`config.mk`:
```
export PLATFORM = sky130hd
export DESIGN_NAME = decode_pipe_reg
export DESIGN_NICKNAME = d
export VERILOG_FILES = /design/src/rtl/decode_pipe_reg.sv
export SDC_FILE = /design/constraint.sdc
export NUM_CORES = 1
export LEC_CHECK = 0
export BUFFER_PORTS_ARGS = -buffer_cell sky130_fd_sc_hd__buf_2
export CORE_MARGIN = 4
export CORE_UTILIZATION = 51
export DETAILED_ROUTE_END_ITERATION = 8
export GPL_ROUTABILITY_DRIVEN = 0
export GPL_TIMING_DRIVEN = 0
export MAX_ROUTING_LAYER = met4
export PLACE_DENSITY = 0.8
export SLEW_MARGIN = 40
export SYNTH_ARGS = -nofsm -noshare
export SYNTH_HDL_FRONTEND = slang
export SYNTH_SLANG_ARGS = --single-unit
```
`constraint.sdc`:
```
create_clock -name clk -period 1.85 [get_ports clk]
set_input_delay 0.0925 -clock clk [delete_from_list [all_inputs] [get_ports clk]]
set_output_delay 0.0925 -clock clk [all_outputs]
set_load 0.01 [all_outputs]
```
`src/rtl/decode_pipe_reg.sv`:
```
// rtl/decode_pipe_reg.sv - IF->ID pipeline register with valid/ready handshake and 2-entry skid buffer
// Optional perf counters enabled by DECODE_PERF_EN.
module decode_pipe_reg #(
  parameter int XLEN       = 32,
  parameter int SIDEBAND_W = 97,
  parameter int PERF_W     = 32
) (
  input  logic                  clk,
  input  logic                  reset_n,
  input  logic                  in_valid,
  output logic                  in_ready,
  input  logic [XLEN-1:0]       in_instr,
  input  logic [SIDEBAND_W-1:0] in_side,
  input  logic                  flush,
  output logic                  out_valid,
  input  logic                  out_ready,
  output logic [XLEN-1:0]       out_instr,
  output logic [SIDEBAND_W-1:0] out_side,
  output logic [4:0]            rd,
  output logic [4:0]            rs1,
  output logic [4:0]            rs2,
  output logic [6:0]            op,
  output logic [2:0]            funct3,
  output logic [6:0]            funct7,
  output logic [PERF_W-1:0]     perf_stall,
  output logic [PERF_W-1:0]     perf_flush
);

  localparam logic [1:0] EMPTY = 2'd0;
  localparam logic [1:0] FULL  = 2'd1;
  localparam logic [1:0] SKID  = 2'd2;

  logic [1:0]            state;
  logic [1:0]            state_nx;
  logic                  in_ready_q;
  logic [XLEN-1:0]       main_instr;
  logic [XLEN-1:0]       skid_instr;
  logic [SIDEBAND_W-1:0] main_side;
  logic [SIDEBAND_W-1:0] skid_side;
  logic                  accept;
  logic                  fire;
  logic                  load_main_in;
  logic                  load_main_skid;
  logic                  load_skid;

  assign in_ready  = in_ready_q;
  assign out_valid = (state != EMPTY);
  assign accept    = in_valid & in_ready_q;
  assign fire      = out_valid & out_ready;

  always_comb begin
    state_nx       = state;
    load_main_in   = 1'b0;
    load_main_skid = 1'b0;
    load_skid      = 1'b0;
    if (flush) begin
      state_nx = EMPTY;
    end else begin
      case (state)
        EMPTY: begin
          if (accept) begin
            load_main_in = 1'b1;
            state_nx     = FULL;
          end
        end
        FULL: begin
          if (accept && fire) begin
            load_main_in = 1'b1;
          end else if (accept) begin
            load_skid = 1'b1;
            state_nx  = SKID;
          end else if (fire) begin
            state_nx = EMPTY;
          end
        end
        SKID: begin
          if (fire) begin
            load_main_skid = 1'b1;
            state_nx       = FULL;
          end
        end
        default: state_nx = EMPTY;
      endcase
    end
  end

  // in_ready is registered from next state so fetch never sees a path from out_ready.
  always_ff @(posedge clk or negedge reset_n) begin
    if (!reset_n) begin
      state      <= EMPTY;
      in_ready_q <= 1'b1;
    end else begin
      state      <= state_nx;
      in_ready_q <= (state_nx != SKID);
    end
  end

  always_ff @(posedge clk or negedge reset_n) begin
    if (!reset_n) begin
      main_instr <= '0;
      main_side  <= '0;
      skid_instr <= '0;
      skid_side  <= '0;
    end else if (flush) begin
      main_instr <= '0;
      main_side  <= '0;
      skid_instr <= '0;
      skid_side  <= '0;
    end else begin
      if (load_main_in) begin
        main_instr <= in_instr;
        main_side  <= in_side;
      end else if (load_main_skid) begin
        main_instr <= skid_instr;
        main_side  <= skid_side;
      end
      if (load_skid) begin
        skid_instr <= in_instr;
        skid_side  <= in_side;
      end
    end
  end

  assign out_instr = main_instr;
  assign out_side  = main_side;
  assign op        = main_instr[6:0];
  assign rd        = main_instr[11:7];
  assign funct3    = main_instr[14:12];
  assign rs1       = main_instr[19:15];
  assign rs2       = main_instr[24:20];
  assign funct7    = main_instr[31:25];

`ifdef DECODE_PERF_EN
  logic [PERF_W-1:0] stall_cnt;
  logic [PERF_W-1:0] flush_cnt;

  always_ff @(posedge clk or negedge reset_n) begin
    if (!reset_n) begin
      stall_cnt <= '0;
      flush_cnt <= '0;
    end else begin
      if (out_valid && !out_ready && (stall_cnt != {PERF_W{1'b1}}))
        stall_cnt <= stall_cnt + 1'b1;
      // A flush only counts when it actually discards something.
      if (flush && out_valid && (flush_cnt != {PERF_W{1'b1}}))
        flush_cnt <= flush_cnt + 1'b1;
    end
  end

  assign perf_stall = stall_cnt;
  assign perf_flush = flush_cnt;
`else
  assign perf_stall = '0;
  assign perf_flush = '0;
`endif

endmodule

```
==> results of run 1 <==
## cell families (layout without fill, tap and decap cells)
group	after synthesis	in the layout
AOI/OAI and AO/OA	391	391
other	1	66
buffers and inverters	181	666
and+or+nand+nor	141	141
muxes	1	1
DFF	261	261
## metal layers
layer  routed length (microns)  vias up
li1                          -     4462
met1                     14000     4939
met2                     17600      546
met3                      2880      115
met4                      1490        0
met5                         0        -
## final timing paths
kind                                              end  cells past startpoint                        from
hold / removal              skid_side[49]$_DFFE_PN0P_                      2                     reset_n
setup / recovery             out_side[17]$_DFFE_PN0P_                      7          state[1]$_DFF_PN0_
setup reg to reg             out_side[17]$_DFFE_PN0P_                      7          state[1]$_DFF_PN0_
hold reg to reg            skid_instr[16]$_DFFE_PN0P_                      1  skid_instr[16]$_DFFE_PN0P_
min in group clk                   state[0]$_DFF_PN0_                      5                    in_valid
max in group asynchronous          in_ready$_DFF_PN1_                      4                     reset_n
## state kept, by name, summed over array words and instances, names as in the netlist
| name | flops |
|---|---|
| in_ready | 1 |
| skid_instr | 32 |
| state | 2 |
| skid_side | 97 |
| out_instr | 32 |
| out_side | 97 |
## what timing repair did
item	4_1_cts	5_1_grt
buffers inserted	1	3
gates cloned	0	1
setup endpoints to repair	242	251
hold endpoints to repair	330	0
pin swaps	1	1
hold buffers	132	0
resized for setup	55	51
## cell type report
cell class | instances | area [sq um] | share of cell area [%]
clock buffers | 36 | 802 | 5.08
clock inverters | 15 | 145 | 0.919
plain buffers | 178 | 1210 | 7.69
diodes | 2 | 5.00 | 0.0317
well taps | 275 | 344 | 2.18
inverters | 1 | 3.75 | 0.0238
repair buffers | 436 | 2940 | 18.6
flip-flops and latches | 261 | 6530 | 41.4
multi-input cells | 597 | 3800 | 24.1
## where the power goes
group	total [uW]	internal [uW]	leakage (uW)	switching, uW
Sequential	6400	6110	0.00346	289
Clock	5660	3350	0.000462	2310
Combinational	2700	1340	0.00427	1360
Total	14800	10800	0.00820	3960
## cells in the final DEF (no fill, tap or decap), types with 2 or more instances in the layout
cell type / netlist / final
o21ai_1: 110 / 110
bufinv_16: 0 / 2
dfrtp_1: 260 / 259
clkbuf_2: 0 / 18
a2bb2oi_2: 0 / 2
conb_1: 1 / 64
buf_6: 0 / 2
buf_8: 0 / 2
clkinvlp_4: 0 / 4
a22o_1: 129 / 129
a2bb2oi_1: 129 / 127
buf_2: 38 / 329
clkbuf_8: 0 / 5
clkbuf_4: 0 / 20
clkbuf_16: 0 / 30
clkbuf_1: 42 / 4
nor4_4: 0 / 2
clkinv_2: 0 / 7
o21ai_0: 19 / 19
nor2_1: 2 / 2
buf_4: 96 / 105
diode_2: 0 / 2
dlygate4sd3_1: 0 / 132
nand2_1: 131 / 130
buf_16: 0 / 2
## stage by stage
stage	instances	util, %	instance area [sq um]	power, uW
after floorplan	1039	-	11400	7760
after global placement	1610	62.2	13200	8750
after detailed placement	1613	62.6	13300	8820
after CTS	1796	73.8	15700	14700
after global routing	1801	74.4	15800	15300
final	1801	74.4	15800	14800
==> impl_metrics.toml, run 1 <==
[status]
status = "completed"

[logic_synthesis]
synth-simple-area-share_pct = 5.05
synth_top_family_by_area = "compound AO/OA/AOI/OAI gates"
ys_warn_count = 0
synthMuxAreaShare_pct = 0.0899
synth_compound_area_share_pct = 26.4
yosys-top-cells-area = "dfrtp_1 (58%), a22o_1 (10%), a2bb2oi_1 (10%), buf_4 (6.5%), o21ai_1 (4.9%)"
synth.distinct_cells = 26
yosys.area_share.adder_pct = 0
synth.yosys.seq_area_share_pct = 58.7
synth_ff_type = "dfrtp_1"
async_reset_ff_share_pct = 100
synth_cells = 976
synth_top_area_cell = "dfrtp_1"
netlist_area_sq_um = 11100
yosys-top-cells-count = "dfrtp_1 (260), nand2_1 (131), a22o_1 (129), a2bb2oi_1 (129), o21ai_1 (110)"
ys_ff_latch = 261
synth_top_area_share_pct = 58.5
synth_xor_area_share_pct = 0
yosysMostFrequentCell = "dfrtp_1"
syn_avg_cell_area_sq_um = 11.4
synth-edff-count = 0

[clock_network]
clkSlewWorstSetupHoldPaths_ps = 60
clkLatencyLatePin_ps = 530
h-tree-depth = 1
cts_buffers = 28
clock-root-buffer = "clkbuf_16"
cts.path.max_buffers = 3
cts_tree = "done"
clock-sinks = 261

[worst_setup_path]
crit_fanout = 10
cp-start-kind = "flip-flop"
worstSetupPathType = "reg -> reg"
cpPeakStageDelay_ps = 440
crit_path_end_kind = "flip-flop"
crit_slowest_cell = "dfrtp_2"
crit_buf_inv = 4
required_ps = 2290
cp_common_cell = "buf_4"
r2r_slack_ps = 90
critPathArrivalTime_ps = 2200
crit_chain = "buf_4, nor4_4, buf_4, clkbuf_16, clkbuf_4, nand2_1, a2bb2oi_2"
critical-path-top-delay-family = "buffers and inverters"

[detailed_routing]
vias_per_cell = 5.59
drt-wirelength-per-cell_microns = 20.0
drt_first_pass_iters = 5
drc_errors = 0
via_count = 10100
wirelength_mm = 36.0
ant_nets = 0
drt_iter0_drc = 628

[global_route]
grt_pass1_wl_mm = 56.8
grtUsageMet1_pct = 37.5
antenna_found_initial = 2
top_usage_layer = "met2"
grtUsageTotal_pct = 29.6
met3_usage_pct = 5.44
grt_max_degree = 77
grt_pass1_vias = 10600
grtUsageMet2_pct = 47.4
grt_overflow = 0

[place]
portBuffers = 296
dpl.hpwl_mm = 22.7
place_ws_ps = -619

[hold_path]
hold_class = "in -> async"

[floorplan]
fp.dieH_microns = 156
die-area_sq_um = 24200
fp-row-count = 53
io_pins = 361
die_w_microns = 156
fp.coreArea_sq_um = 21200
start_util_pct = 52.4

[final_layout]
fin_nets = 1637
area_growth_pct = 41.9
n_fill_cell = 1354
drive_gt1_share_pct = 35.5

[sta]
max_slew_margin_pct = 63.1
fin_ws_ps = 85.4
fin_setup_tns_ps = 0
final_max_slew_viol_count = 0
period_needed_ps = 1760
rsz0062_at_grt = "false"
max_freq_mhz = 567
hold-worst-slack_ps = 116
hold_violations = 0
worstMarginPinSlew_ps = 554
finalClockSkew_ps = 16.8
setup_viol = 0
fin_crit_sh_pct = 95.4

[run]
cap_violations = 0

[power_and_ir_drop]
p_leak_uw = 0.00820
power_density_nw_per_um2 = 935
max-vdd-ir-drop_uv = 645
No activity file was read; power rests on OpenSTA's default activity.
==> inputs of run 2 (changes only) <==
--- a/config.mk
+++ b/config.mk
@@ -7,12 +7,12 @@
 export LEC_CHECK = 0
 export BUFFER_PORTS_ARGS = -buffer_cell sky130_fd_sc_hd__buf_2
 export CORE_MARGIN = 4
-export CORE_UTILIZATION = 51
+export CORE_UTILIZATION = 55
 export DETAILED_ROUTE_END_ITERATION = 8
 export GPL_ROUTABILITY_DRIVEN = 0
 export GPL_TIMING_DRIVEN = 0
 export MAX_ROUTING_LAYER = met4
-export PLACE_DENSITY = 0.8
+export PLACE_DENSITY_LB_ADDON = 0.12
 export SLEW_MARGIN = 40
 export SYNTH_ARGS = -nofsm -noshare
 export SYNTH_HDL_FRONTEND = slang
==> constraint.sdc (replaced) <==
create_clock -name clk -period 2.1 [get_ports clk]
set_input_delay 0.105 -clock clk [delete_from_list [all_inputs] [get_ports clk]]
set_output_delay 0.105 -clock clk [all_outputs]
set_load 0.01 [all_outputs]
==> run 2 against run 1 <==
- final cell count shrank 0.72%
- critical endpoint is now out_instr[29]$_DFFE_PN0P_
- count of clock-buffer cells in the layout grew 1
- power shrank 11%
- largest cell class unchanged
- setup slack gained 13 ps
- highest routed layer unchanged
- clock power shrank 7.6%
- critical path depth shrank 1
==> impl_metrics.toml, run 2 (same netlist as run 1, synthesis figures left out) <==
[clock_network]
clock-root-buffer = "clkbuf_16"
cts.path.max_buffers = 3
clock-sinks = 261
cts_buffers = 28
clkLatencyLatePin_ps = 530
clkSlewWorstSetupHoldPaths_ps = 60
cts_tree = "done"
h-tree-depth = 1

[final_layout]
instances_no_fill = 1788
final_cell_mix = "buf_2 (331), dfrtp_1 (259), dlygate4sd3_1 (132)"
final_common_cell = "buf_2"
area_growth_pct = 40.7
drive_gt1_share_pct = 33.6
fin_nets = 1633

[sta]
worstMarginPinSlew_ps = 526
rsz0062_at_grt = "false"
hold_violations = 0
max_slew_margin_pct = 64.9
max_freq_mhz = 500
period_needed_ps = 2000
setup_viol = 0
hold-worst-slack_ps = 114
finalClockSkew_ps = 7.63
fin_crit_sh_pct = 95.3
final_max_slew_viol_count = 0
fin_setup_tns_ps = 0

[detailed_routing]
wirelength_mm = 34.6
via_count = 10000
vias_per_cell = 5.61
drc_errors = 0
drt_first_pass_iters = 5
drt_iter0_drc = 707
drt-wirelength-per-cell_microns = 19.4
ant_nets = 0

[global_route]
grt_pass1_wl_mm = 54.0
grt_pass1_vias = 10400
grt_max_degree = 78
antenna_found_initial = 3
grtUsageTotal_pct = 30.7
grt_overflow = 0

[place]
dpl.hpwl_mm = 21.8
dpl.cell_count = 1603
portBuffers = 296

[floorplan]
fp.coreArea_sq_um = 19700
die_w_microns = 150
start_util_pct = 56.6
io_pins = 361
fp.dieH_microns = 150
die-area_sq_um = 22600
fp-row-count = 51

[power_and_ir_drop]
power_frac_comb_pct = 17.6
power_density_nw_per_um2 = 842
p_leak_uw = 0.00813
p_int_uw = 9800
max-vdd-ir-drop_uv = 673
p_sw_share_pct = 25.6
switchingPower_uw = 3380
pwr-share-seq_pct = 42.7
p_clk_share_pct = 39.7

[worst_setup_path]
worstSetupPathType = "reg -> reg"
reg2reg_from = "in_ready$_DFF_PN1_"
cp-start-kind = "flip-flop"
worstSetupStartpoint = "in_ready$_DFF_PN1_"
crit_path_end_kind = "flip-flop"
crit_fanout = 10
critPathArrivalTime_ps = 2430
required_ps = 2530

[status]
status = "completed"

[run]
cap_violations = 0

[hold_path]
hold_class = "in -> async"
## run 2: cell types whose count changed in the layout (fill, tap and decap cells not counted), moves of 3 or more
| cell | delta |
|---|---|
| clkbuf_1 | +20 |
| clkbuf_4 | -16 |
| buf_4 | -8 |
| clkbuf_2 | +4 |
| bufinv_16 | +3 |
## run 2: power groups by stage
stage	Clock (uW)	Combinational [uW]	Sequential [uW]
after floorplan	0	1040	5800
after global placement	0	2010	5680
after detailed placement	0	2060	5690
after CTS	5260	2280	5610
after global routing	5490	2510	5660
final	5230	2320	5630
## run 2: worst paths after layout
kind,to,slack (ps),depth (start not counted)
setup / recovery,out_instr[29]$_DFFE_PN0P_,100,6
hold / removal,out_side[90]$_DFFE_PN0P_,110,2
setup reg to reg,out_instr[29]$_DFFE_PN0P_,100,6
hold reg to reg,skid_instr[19]$_DFFE_PN0P_,500,1
max in group asynchronous,out_side[9]$_DFFE_PN0P_,890,4
min in group clk,state[0]$_DFF_PN0_,240,5
## run 2: area by class of cell
cell class	count	area [sq um]
well taps	265	332
flip-flops and latches	261	6530
clock buffers	37	796
multi-input cells	597	3770
fillers	1196	3990
repair buffers	431	2900
clock inverters	14	200
inverters	1	3.75
plain buffers	179	1120
diodes	3	7.51
## run 2: layer usage
layer	up-vias	track usage, %	wire length [microns]
met3	110	5.75	2750
met4	0	11.0	1210
li1	4452	-	-
met5	-	-	0
met1	4942	39.2	13900
met2	532	49.8	16800
## run 2: worst max-delay path, cell delays in order (launching register included)
cell and delay, ps:
dfstp_2 530, nand2_1 160, nor4_4 340, buf_4 280
clkbuf_2 280, nand2_1 120, a2bb2oi_1 200
## run 2: what timing repair did
item,4_1_cts,5_1_grt
endpoints found under the hold margin,379,0
endpoints found under the setup margin,232,207
setup buffers,0,0
hold buffers,132,0
resized for setup,17,27
pin swaps,0,1
## run 2: per-stage QoR
step	setup WS (ps)	power [uW]	cell area, sq um	utilization, %
final	98.2	13200	15700	79.7
after global routing	4.39	13700	15700	79.7
after CTS	-3.06	13100	15600	79.5
after detailed placement	-365	7750	13300	67.5
after global placement	-3660	7690	13200	67.0
after floorplan	359	6840	11400	-
==> inputs of run 3 (changes only) <==
--- a/config.mk
+++ b/config.mk
@@ -7,7 +7,7 @@
 export LEC_CHECK = 0
 export BUFFER_PORTS_ARGS = -buffer_cell sky130_fd_sc_hd__buf_2
 export CORE_MARGIN = 4
-export CORE_UTILIZATION = 55
+export CORE_UTILIZATION = 51
 export DETAILED_ROUTE_END_ITERATION = 8
 export GPL_ROUTABILITY_DRIVEN = 0
 export GPL_TIMING_DRIVEN = 0
==> constraint.sdc (replaced) <==
create_clock -name clk -period 1.9 [get_ports clk]
set_input_delay 0.095 -clock clk [delete_from_list [all_inputs] [get_ports clk]]
set_output_delay 0.095 -clock clk [all_outputs]
set_load 0.01 [all_outputs]
==> run 3 against run 2 <==
- design area decreased by 0.47%
- routed wire length decreased by 4.6%
- setup slack got worse by 34 ps
- fmax increased by 9.0%
- sequential share of layout area increased by 0.20 points
- combinational power increased by 10%
- via count decreased by 5.1%
- register-to-register slack got worse by 30 ps
- final cell count increased by 0.39%
- largest cell class unchanged
==> impl_metrics.toml, run 3 (same netlist as run 1, synthesis figures left out) <==
[status]
status = "completed"

[power_and_ir_drop]
power_uw = 13700
p_leak_uw = 0.00811
power_density_nw_per_um2 = 876
max-vdd-ir-drop_uv = 683

[sta]
fin_setup_tns_ps = 0
period_needed_ps = 1840
finalClockSkew_ps = 6.71
hold_violations = 0
worstMarginPinSlew_ps = 560
hold-worst-slack_ps = 48.4
fin_crit_sh_pct = 96.6
max_freq_mhz = 545
final_max_slew_viol_count = 0
max_slew_margin_pct = 62.7
setup_viol = 0
rsz0062_at_grt = "true"
fin_ws_ps = 64.0

[floorplan]
die_w_microns = 156
fp.coreArea_sq_um = 21200
io_pins = 361
fp.dieH_microns = 156
fp-row-count = 53
die-area_sq_um = 24200
start_util_pct = 52.4

[clock_network]
clkLatencyLatePin_ps = 520
cts_tree = "done"
cts.path.max_buffers = 3
clock-root-buffer = "clkbuf_16"
clkSlewWorstSetupHoldPaths_ps = 60
cts_buffers = 26
clock-sinks = 261
h-tree-depth = 1

[final_layout]
fin_nets = 1632
final_cell_mix = "buf_2 (339), dfrtp_1 (259), dlygate4sd3_1 (132)"
n_fill_cell = 1477
drive_gt1_share_pct = 34.2
final_common_cell = "buf_2"
area_growth_pct = 40.1

[worst_setup_path]
required_ps = 2350
worstSetupPathType = "reg -> reg"
r2r_slack_ps = 60
r2r_end = "skid_side[3]$_DFFE_PN0P_"
worst-r2r-cell-count = 5
cp-start-kind = "flip-flop"
reg2reg_from = "in_ready$_DFF_PN1_"
crit_path_end_kind = "flip-flop"
critPathArrivalTime_ps = 2290
crit_fanout = 10

[global_route]
grt_overflow = 0
top_usage_layer = "met2"
grtUsageMet2_pct = 44.0
grtUsageTotal_pct = 27.0
grt_max_degree = 66
grtUsageMet1_pct = 34.8
met3_usage_pct = 4.11
antenna_found_initial = 3
grt_pass1_wl_mm = 51.5
grt_pass1_vias = 9818

[detailed_routing]
drt_iter0_drc = 523
drc_errors = 0
drt_first_pass_iters = 7
wirelength_mm = 33.0
ant_nets = 0
drt-wirelength-per-cell_microns = 18.4
vias_per_cell = 5.31
via_count = 9526

[hold_path]
hold_class = "in -> async"

[place]
portBuffers = 296
dpl.hpwl_mm = 21.8
place_ws_ps = -630

[run]
cap_violations = 0
==> run 3: changes by cell type in the layout (fill, tap and decap cells not counted), sizes merged <==
| cell | delta |
|---|---|
| clkinv | -1 |
| bufinv | -5 |
| clkbuf | -8 |
| clkinvlp | -2 |
| buf | +13 |
==> run 3: how the worst max path moves through the flow <==
stage                                      to  slack [ps]          startpoint
detailed placement   out_side[80]$_DFFE_PN0P_        -630  in_ready$_DFF_PN1_
finish               skid_side[3]$_DFFE_PN0P_          60  in_ready$_DFF_PN1_
floorplan           out_instr[20]$_DFFE_PN0P_         160  in_ready$_DFF_PN1_
CTS                  out_side[35]$_DFFE_PN0P_          10  state[1]$_DFF_PN0_
global placement     out_side[10]$_DFFE_PN0P_       -3940             reset_n
global route         skid_side[3]$_DFFE_PN0P_          -4  in_ready$_DFF_PN1_
==> run 3: area by class of cell <==
cell class | count | area, sq um | share of cell area (%)
Multi-Input combinational cell | 597 | 3780 | 24.3
Clock buffer | 41 | 788 | 5.06
Timing Repair Buffer | 433 | 2920 | 18.8
Clock inverter | 6 | 30.0 | 0.193
Tap cell | 275 | 344 | 2.21
Buffer | 178 | 1170 | 7.54
Antenna cell | 3 | 7.51 | 0.0482
Sequential cell | 261 | 6530 | 41.9
Inverter | 1 | 3.75 | 0.0241
==> run 3: critical path: stages (launching register included) <==
cell	delay [ps]
dfstp_2	540
nand2_1	150
nor4_4	210
buf_4	190
clkbuf_1	440
a22o_1	240
==> run 3: what timing repair did <==
item	in CTS	in global routing
setup endpoints to repair	242	205
hold buffers	132	0
setup buffers	0	1
gates resized for setup	39	49
hold endpoints to repair	352	0
pin swaps	2	0
==> run 3: routing by layer <==
metal  share of wire (%)  vias up
li1                    -     4448
met1                  42     4611
met2                  49      397
met3                 6.9       70
met4                 3.1        0
met5                   0        -
==> run 3: report_power, final <==
part | internal, uW | switching [uW] | leakage [uW]
clock | 2830 | 2060 | 0.000409
combinational | 1290 | 1270 | 0.00424
sequential | 5950 | 255 | 0.00346
total | 10100 | 3580 | 0.00811
==> run 3: through the flow <==
stage	std cells	instance area, sq um	util (%)
2_1_floorplan	1039	11400	-
3_3_place_gp	1610	13200	62.2
3_5_place_dp	1614	13300	62.7
4_1_cts	1791	15500	73.1
5_1_grt	1795	15600	73.4
6_report	1795	15600	73.4
